$ cat config.mk
export PLATFORM = sky130hd
export DESIGN_NAME = bsg_xui_mem_model_lfsr
export DESIGN_NICKNAME = d
export VERILOG_FILES = /design/src/rtl/bsg_xui_pkg.sv /design/src/rtl/bsg_xui_mem_model_lfsr.sv
export SDC_FILE = /design/constraint.sdc
export NUM_CORES = 1
export LEC_CHECK = 0
export CAP_MARGIN = 20
export CORE_MARGIN = 4
export CORE_UTILIZATION = 35
export CTS_CLUSTER_SIZE = 25
export DETAILED_ROUTE_END_ITERATION = 10
export HOLD_SLACK_MARGIN = 0.02
export PLACE_DENSITY = 0.69
export SYNTH_ARGS = -nofsm -noshare
export SYNTH_HDL_FRONTEND = slang
export SYNTH_SLANG_ARGS = --single-unit
$ cat constraint.sdc
create_clock -name clk_i -period 0.8 [get_ports clk_i]
set_input_delay 0.24 -clock clk_i [delete_from_list [all_inputs] [get_ports clk_i]]
set_output_delay 0.24 -clock clk_i [all_outputs]
set_load 0.03 [all_outputs]
$ cat src/rtl/bsg_xui_pkg.sv
// Shared XUI definitions: command encodings and the stall LFSR recurrence.
package bsg_xui_pkg;

    typedef enum logic [2:0] {
        e_xui_write = 3'b000,
        e_xui_read  = 3'b001
    } bsg_xui_cmd_e;

    localparam logic [15:0] lfsr_seed_lp = 16'hACE1;

    // 16-bit Fibonacci LFSR, taps 16,14,13,11 (bits 15,13,12,10)
    function automatic logic [15:0] lfsr_next(input logic [15:0] s);
        return {s[14:0], s[15] ^ s[13] ^ s[12] ^ s[10]};
    endfunction

endpackage

$ cat src/rtl/bsg_xui_mem_model_lfsr.sv
// Free-running 16-bit LFSR that drives the pseudo-random command back-pressure.
module bsg_xui_mem_model_lfsr
    import bsg_xui_pkg::*;
(
    input  logic        clk_i,
    input  logic        reset_i,
    output logic [15:0] lfsr_o
);

    logic [15:0] lfsr_r;

    always_ff @(posedge clk_i) begin
        if (reset_i)
            lfsr_r <= lfsr_seed_lp;
        else
            lfsr_r <= lfsr_next(lfsr_r);
    end

    assign lfsr_o = lfsr_r;

endmodule

==> results.toml <==
[sta]
hold_viol_final = 0
period_share_pct = 124
period_minus_slack_ps = 995
slew_headroom_pct = 89.1
maxSlewViolCount = 0
rsz0062_at_grt = "yes"
setup_viol = 17
fin_skew_ps = 0.897
layout_setup_ws_ps = -195
fmax_mhz = 1000
max_slew.worst_pin.slew_ps = 163

[route]
drcViolationCount = 0
route.met3.wl_um = 42
wirelength_um = 843
vias = 312
wl_per_cell_um = 11.1
via_per_inst = 4.11
ant_nets = 0
highest_layer = "met3"
firstDrtPassIters = 2
met1Wirelength_um = 390
drtIter0Drc = 1
dr_wl_met2_um = 410

[clocking]
cts_inserted_buffers = 3
clk_pin_slew_ps = 90
cts_root_buf = "clkbuf_4"
clk_latency_ps = 270
cts_buffer_depth = 2
cts_sinks = 16
ctsHoldBuffers = 0
tritoncts = "built"
htree_levels = 1

[grt]
grt_pass1_vias = 344
grt_start_max_net_pins = 10
track_usage_pct = 10.2
grt_pass1_wl_um = 1460
grt_overflow_total = 0
antenna_found_initial = 0

[worst_setup_path]
cp_slowest_cell = "dfxtp_4"
endpoint = "lfsr_o[10]"
r2r_cells = 4
cp-start-kind = "flop"
critPathMaxStageDelay_ps = 360
r2r_start = "lfsr_o[13]$_SDFF_PP1_"
crit_path_cell_trace = "buf_6"
worstPathMaxFanout = 2
cp.required_ps = 560
cpLargestDelayFamily = "flip-flops"
crit_type = "flop to output port"
crit_start = "lfsr_o[10]$_SDFF_PP1_"
critPathCaptureType = "output port"
worstPathArrival_ps = 760
critPathBufInv = 1
regToRegEndpoint = "lfsr_o[0]$_SDFF_PP1_"
worstSetupPathDepth = 1
r2r_slack_ps = -160

[cells_and_area]
stdcell_count = 76
drive_above_1_share_pct = 69.4
final_common_cell = "buf_6"
fin_util_pct = 66.9
mostFrequentLayoutCells = "19 x buf_6, 12 x dfxtp_2, 8 x nor2b_1, 7 x or2_1, 4 x dfxtp_4"
largest_reg_flops = 16
antenna_cells = 0
synthToLayoutAreaGrowth_pct = 72.5
fin_nets = 65

[power]
intPower_mw = 1.31
p_sw_uw = 448
netSwitchingFraction_pct = 25.5
seq_power_share_pct = 51.1
ir_drop_mv = 1.42
clkPwrFrac_pct = 28.8
power_density_nw_per_um2 = 2250
p_leak_nw = 0.336
pwr-share-comb_pct = 20.1

[synthesis]
yosysUniqueCellTypes = 7
synth_cells = 36
ys_seq_area_share_pct = 70.5
yosysTopAreaCell = "dfxtp_1"
synth_mux_area_share_pct = 0
synthAdderAreaFrac_pct = 0
yosysTopAreaCellShare_pct = 70.5
synth_seq_cells = 16
synth.cell_area_sq_um = 454
synth_top_family_by_area = "simple AND/OR/NAND/NOR gates"
yosysWarnings = 0
synth-xor-area-share_pct = 5.79
syn_area_per_cell_sq_um = 12.6
synthSimpleGateAreaFrac_pct = 22.0
synth-compound-area-share_pct = 0
synth.net_count = 38
synth_area_leaders = "dfxtp_1 71%, nor2b_1 11%, or2_1 9.6%"

[place]
placedCellCount = 68
io_buffers = 17
gp_congestion = 0.624
place_ws_ps = -372
post-dp-hpwl_um = 558

[floorplanning]
num_rows = 12
core-area_sq_um = 1170
die_w_um = 44.0
pin_count = 18
dieArea_sq_um = 1940
die_height_um = 44.0
initial_core_util_pct = 38.8

[worst_hold_path]
hold_depth = 3
min_path_type = "input pin to flop"

[job]
max_cap_viol_count = 0

[outcome]
violations = "setup timing"
status = "finished with violations"
kinds of logic (layout without fill, tap and decap cells):
logic type    after synthesis  after routing
flops                      16             16
simple gates               16             16
buf+inv                     1             27
xor+xnor                    3              3
layout make-up:
type | count | area (sq um)
fill | 111 | 388
clock buffer | 4 | 36.3
tap | 14 | 17.5
multi-input combinational | 19 | 134
timing repair buffer | 23 | 245
sequential | 16 | 350
how the worst min path moves through the flow:
stage	from	endpoint	slack (ps)
floorplan	reset_i	lfsr_o[12]$_SDFF_PP0_	300
global route	reset_i	lfsr_o[14]$_SDFF_PP0_	410
detailed placement	lfsr_o[9]$_SDFF_PP0_	lfsr_o[10]$_SDFF_PP1_	420
finish	reset_i	lfsr_o[12]$_SDFF_PP0_	390
global placement	lfsr_o[9]$_SDFF_PP0_	lfsr_o[10]$_SDFF_PP1_	410
CTS	reset_i	lfsr_o[14]$_SDFF_PP0_	390
synth_stat cells:
| cell type | instances |
|---|---|
| dfxtp_1 | 16 |
| nor2b_1 | 8 |
| or2_1 | 7 |
| xor2_1 | 2 |
| buf_4 | 1 |
| nand2b_1 | 1 |
| xnor2_1 | 1 |
repair_timing:
action / CTS / global route
cloned: 0 / 0
setup buffers: 4 / 0
pin swaps: 0 / 2
endpoints found under the hold margin: 0 / 0
setup endpoints to repair: 24 / 19
resized for setup: 31 / 2
layer usage:
| metal | track usage (%) | up-vias |
|---|---|---|
| li1 | - | 160 |
| met1 | 12.4 | 142 |
| met2 | 17.4 | 10 |
| met3 | 2.44 | 0 |
| met4 | 3.61 | 0 |
| met5 | 0 | - |
power groups by stage:
stage	clock (mW)	sequential [mW]	combinational, mW
finish	0.507	0.899	0.354
global placement	0	0.901	0.287
floorplan	0	1.01	0.0601
global route	0.567	0.909	0.372
detailed placement	0	0.900	0.288
CTS	0.518	0.898	0.352
metrics by stage:
step           power (mW)  hold slack (ps)  TNS, ps  area, sq um
2_1_floorplan        1.07              302    -59.9          469
3_5_place_dp         1.19              421    -4610          624
6_report             1.76              386    -3050          783
4_1_cts              1.77              388    -3120          776
5_1_grt              1.85              405    -3750          783
3_3_place_gp         1.19              414    -4580          624
Note: power is estimated with default switching activity, not from simulation.
